`src/rtl/uart_rx_fifo.sv`:
```
// uart_rx_fifo: UART receiver (8N1) feeding a small FIFO with a valid/ready output.
// Define UART_RX_PARITY_EN to build the 8E1 variant with even-parity checking.
module uart_rx_fifo #(
  parameter int DIV        = 868,
  parameter int DEPTH_LOG2 = 2
) (
  input  logic       clk,
  input  logic       rstn,
  input  logic       rxd,
  output logic [7:0] d_rx,
  output logic       vld_rx,
  input  logic       rdy_rx,
  output logic       frm_err,
  output logic       par_err,
  output logic       ovf,
  output logic       busy
);

  localparam int                  DEPTH     = 1 << DEPTH_LOG2;
  localparam logic [11:0]         HALF_LAST = 12'(DIV / 2 - 1);
  localparam logic [11:0]         BIT_LAST  = 12'(DIV - 1);
  localparam logic [11:0]         CNT_ONE   = 12'd1;
  localparam logic [2:0]          IDX_ONE   = 3'd1;
  localparam logic [DEPTH_LOG2:0] PTR_ONE   = (DEPTH_LOG2 + 1)'(1);

  typedef enum logic [2:0] {
    IDLE  = 3'd0,
    START = 3'd1,
    DATA  = 3'd2,
`ifdef UART_RX_PARITY_EN
    PAR   = 3'd3,
`endif
    STOP  = 3'd4
  } state_t;

  state_t state, next;

  logic sync1, rxs, rxs_d;
  logic fall, half_tick, bit_tick;
  logic [11:0] cnt;
  logic [2:0]  bit_idx;
  logic [7:0]  shreg;
  logic par_pend;
  logic byte_done, frm_hit, par_hit;

  logic [7:0] mem [DEPTH];
  logic [DEPTH_LOG2:0] wr_ptr, rd_ptr;
  logic full, empty, pop, push, drop;

  // The line is asynchronous: two flops for metastability, a third for edge history.
  always_ff @(posedge clk or negedge rstn) begin
    if (!rstn) begin
      sync1 <= 1'b1;
      rxs   <= 1'b1;
      rxs_d <= 1'b1;
    end else begin
      sync1 <= rxd;
      rxs   <= sync1;
      rxs_d <= rxs;
    end
  end

  assign fall      = rxs_d & ~rxs;
  assign half_tick = (cnt == HALF_LAST);
  assign bit_tick  = (cnt == BIT_LAST);

  always_ff @(posedge clk or negedge rstn) begin
    if (!rstn) state <= IDLE;
    else       state <= next;
  end

  always_comb begin
    next = state;
    unique case (state)
      IDLE:  if (fall) next = START;
      // A start bit that is high again at mid-bit was only a glitch.
      START: if (half_tick) next = rxs ? IDLE : DATA;
      DATA: begin
        if (bit_tick && bit_idx == 3'd7) begin
`ifdef UART_RX_PARITY_EN
          next = PAR;
`else
          next = STOP;
`endif
        end
      end
`ifdef UART_RX_PARITY_EN
      PAR:   if (bit_tick) next = STOP;
`endif
      STOP:  if (bit_tick) next = IDLE;
      default: next = IDLE;
    endcase
  end

  // Framing takes priority over parity when both checks fail on the same frame.
  always_comb begin
    busy      = (state != IDLE);
    byte_done = 1'b0;
    frm_hit   = 1'b0;
    par_hit   = 1'b0;
    if (state == STOP && bit_tick) begin
      if (!rxs)          frm_hit   = 1'b1;
      else if (par_pend) par_hit   = 1'b1;
      else               byte_done = 1'b1;
    end
  end

  always_ff @(posedge clk or negedge rstn) begin
    if (!rstn) begin
      cnt     <= '0;
      bit_idx <= '0;
      shreg   <= '0;
    end else begin
      unique case (state)
        IDLE: cnt <= '0;
        START: begin
          if (half_tick) begin
            cnt     <= '0;
            bit_idx <= '0;
          end else begin
            cnt <= cnt + CNT_ONE;
          end
        end
        DATA: begin
          if (bit_tick) begin
            shreg   <= {rxs, shreg[7:1]};
            cnt     <= '0;
            bit_idx <= bit_idx + IDX_ONE;
          end else begin
            cnt <= cnt + CNT_ONE;
          end
        end
        default: cnt <= bit_tick ? 12'd0 : cnt + CNT_ONE;
      endcase
    end
  end

`ifdef UART_RX_PARITY_EN
  always_ff @(posedge clk or negedge rstn) begin
    if (!rstn)                        par_pend <= 1'b0;
    else if (state == START)          par_pend <= 1'b0;
    else if (state == PAR && bit_tick) par_pend <= ^shreg ^ rxs;
  end
`else
  assign par_pend = 1'b0;
`endif

  assign full  = (wr_ptr[DEPTH_LOG2] != rd_ptr[DEPTH_LOG2]) &&
                 (wr_ptr[DEPTH_LOG2-1:0] == rd_ptr[DEPTH_LOG2-1:0]);
  assign empty = (wr_ptr == rd_ptr);
  assign pop   = !empty && rdy_rx;
  // On a full FIFO a same-cycle pop frees the head slot, which the push then reuses.
  assign push  = byte_done && (!full || pop);
  assign drop  = byte_done && full && !pop;

  always_ff @(posedge clk or negedge rstn) begin
    if (!rstn) begin
      for (int i = 0; i < DEPTH; i++) mem[i] <= '0;
      wr_ptr <= '0;
      rd_ptr <= '0;
    end else begin
      if (push) begin
        mem[wr_ptr[DEPTH_LOG2-1:0]] <= shreg;
        wr_ptr <= wr_ptr + PTR_ONE;
      end
      if (pop) rd_ptr <= rd_ptr + PTR_ONE;
    end
  end

  assign d_rx   = mem[rd_ptr[DEPTH_LOG2-1:0]];
  assign vld_rx = !empty;

  always_ff @(posedge clk or negedge rstn) begin
    if (!rstn) begin
      frm_err <= 1'b0;
      par_err <= 1'b0;
      ovf     <= 1'b0;
    end else begin
      frm_err <= frm_hit;
      par_err <= par_hit;
      ovf     <= drop;
    end
  end

endmodule

```
`config.mk`:
```
export PLATFORM = sky130hd
export DESIGN_NAME = uart_rx_fifo
export DESIGN_NICKNAME = d
export VERILOG_FILES = /design/src/rtl/uart_rx_fifo.sv
export SDC_FILE = /design/constraint.sdc
export NUM_CORES = 1
export LEC_CHECK = 0
export CORE_MARGIN = 2
export CORE_UTILIZATION = 50
export DETAILED_ROUTE_END_ITERATION = 10
export GPL_TIMING_DRIVEN = 0
export PLACE_DENSITY = 0.72
export SYNTH_ARGS = -nofsm -noshare
export SYNTH_HDL_FRONTEND = slang
export SYNTH_SLANG_ARGS = --single-unit
```
`constraint.sdc`:
```
create_clock -name clk -period 2.8 [get_ports clk]
set_input_delay 0.7 -clock clk [delete_from_list [all_inputs] [get_ports clk]]
set_output_delay 0.7 -clock clk [all_outputs]
set_load 0.05 [all_outputs]
```
==> impl_results.md <==
- Hold Path Origin: sync1
- Via count: 1828
- Mapped cell area: between 3000 and 4000 µm²
- Final Cycle Share: 95.1%
- Post-synth EDFFs: 0
- Synthesized area per cell: ~14 µm²
- GRT Resource Usage Total: 16.5%
- WP data required: around 2.1 ns
- Clock period minus worst slack: 2.66 ns
- Dpl hpwl: 3310 µm
- CP Capture Type: output pin
- Register area share after synthesis: between 50% and 60%
- DIE AREA: just under 7000 µm²
- Core area: approximately 6000 µm²
- Worst setup margin: around 0.14 ns
- I/O pins: 17
- Worst-Skew Late Latency: 0.34 ns
- Clock slew at reported path FFs: roughly 0.08 ns
- Final ANT Viol Nets: 0
- Worst slew pin tran: ~0.83 ns
- Power Dens Cells: between 600 and 700 nW/µm²
- Ys async rst share: 100%
- CTS H-Tree Depth: 3
- Row count: 28
- Setup CP Type: register to output pin
- Fill count: roughly 470
- Vias in the first global route: around 1900
- YS warnings: 0
- Initial Utilization: between 50 and 60%
- Outcome: finished clean
- CTS tree: done
- CP Max Fanout: 10
- Max-slew violation count: 0
- Drt total wl: 5050 µm
- Commonest non-fill, non-tap cell in the layout: dfrtp_1
- Final Instance Area: 3630 µm²
- Leakage: 1.70 nW
- Register area: around 1700 µm²
- DRT Pass-1 Iters: 2
- Final non-filler cell total: around 340
- Initial drt markers: 64
- Root Driver: clkbuf_8
- Placed cells: around 320
- Commonest cells after routing, fill and taps aside: dfrtp_1 (66), mux2_2 (43), nor2_1 (16)
- Post-Syn Instances: between 200 and 250
- Max-Cap Viols: 0
- CP arrival: slightly below 2 ns
- CTS Buf Count: 9
- Antenna violations before repair: 0
- Rel. slew slack: between 40 and 50%
- Setup Skew: a little under 0.008 ns
- RSZ-0062 raised after global routing: false
- DRC viols: 0
- Hold-fix buffers at CTS: 0
- Layout cells sized above 1: roughly a third
- Total power: 2.30 mW
- Hold Fails Final Rpt: 0
- FMAX: around 380 MHz
- Layout Nets: 268
- GPL Wtd Cong: about 0.80
- Top FF cell, synth: dfrtp_1
- Clock buffer depth: 2
- Synth-to-layout area growth: 15.3%
- Synth unique cells: 37
- Total gr overflow: 0
- Crit path launch: rd_ptr[0]
- Worst vdd ir: about 420 µV
- Global-route wire length before repair: ~9100 µm
- Dpl cell area: 3390 µm²
- Setup Viol. Count Final: 0
- CP startpoint kind: register
- Worst Hold Class: register to register
- RR Startpoint: cnt[3]
- Vias per inst: 5.46
- Die Y: about 83 µm
- Footprint of the multi-input gates: approximately 1400 µm²
- Final Hold Slack: around 0.36 ns
- Clock sinks: slightly below 70
- Ant diodes: 0
- Wire per inst: 15.1 µm
- Pre-CTS WS: ~0.094 ns
- Number of port buffers: 15
- Chip width: 83.3 µm
- Synth Register Bits: around 70
- Largest net degree at the start of global routing: 70
- Net Count, Synth: around 240
## per-layer routing
| metal | global-route usage [%] | part of all wire [%] | wire [µm] | vias to the layer above |
|---|---|---|---|---|
| li1 | - | - | - | 873 |
| met1 | 19.8 | 46 | 2310 | 923 |
| met2 | 27.5 | 49 | 2480 | 22 |
| met3 | 5.86 | 3.6 | 180 | 10 |
| met4 | 6.26 | 1.7 | 84 | 0 |
| met5 | 0 | 0 | 0 | - |
## logic make-up (layout without fill, tap and decap cells)
family,count (synthesis),after routing,synth area share (%)
DFF,69,69,55.0
and+or+nand+nor,59,59,11.5
muxes,51,51,21.1
xor gates and xnor gates,17,17,4.73
buffers and inverters,14,45,1.95
adders and majority gates,9,9,3.58
AOI/OAI and AO/OA,9,9,2.03
other,1,1,0.119
## final cells by class
type | count | share of cell area (%)
Inverter | 6 | 0.621
Buffer | 8 | 1.17
Clock buffer | 10 | 3.79
Sequential cell | 69 | 47.7
Multi-Input combinational cell | 146 | 37.3
Tap cell | 75 | 2.59
Clock inverter | 6 | 3.03
Timing Repair Buffer | 15 | 3.76
## per-stage QoR
stage	setup TNS (ns)	util (%)
after global placement	-82.48	56.6
final	0	60.6
after global routing	0	60.6
after CTS	0	60.5
after floorplan	0	-
after detailed placement	0	56.6
## critical path, stage by stage, from the launching register on
cell and delay [ns]:
dfrtp_1 0.35, clkbuf_4 0.28, mux4_2 0.54, dlygate4sd2_1 0.44
## synthesized netlist by cell type, types with 3 or more instances
cell type  instances  share of area (%)
nor2_1            16                1.9
nand2_1            6               0.72
nand4_1            4               0.80
mux4_2             8                5.7
buf_2              4               0.64
ha_1               9                3.6
nand3_1            6               0.95
dfrtp_1           66                 52
nor4_1             4               0.80
or3b_2             3               0.84
dfstp_2            3                2.5
inv_1              6               0.72
clkbuf_1           3               0.36
nand3_2            4                1.3
nor3_1             4               0.64
xnor2_1           15                4.2
mux2_2            43                 15
## state kept, by name, summed over array words and instances, names as in the netlist
signal and flops:
rd_ptr 3, wr_ptr 3, bit_idx 3, state 3
shreg 8, frm_err 1, mem 32, rxs 1
rxs_d 1, ovf 1, sync1 1, cnt 12
## power by group
group	switching [mW]	internal [mW]	total [mW]
clock network	0.371	0.614	0.984
logic	0.154	0.0922	0.247
registers	0.0402	1.03	1.07
total	0.565	1.73	2.30
## timing repair
item,in CTS,in global routing
setup endpoints to repair,9,8
pin swaps,0,0
setup buffers,0,0
resized for setup,10,1
## path summary, 6_finish.rpt
kind / cells past startpoint / slack, ns / endpoint
setup / recovery: 3 / 0.14 / d_rx[2]
hold / removal: 0 / 0.36 / rxs
setup reg to reg: 5 / 0.29 / shreg[5]
hold reg to reg: 0 / 0.36 / rxs
max in group asynchronous: 1 / 1.80 / mem[9]
min in group asynchronous: 1 / 0.46 / mem[30]
(Power assumes the default switching activity.)
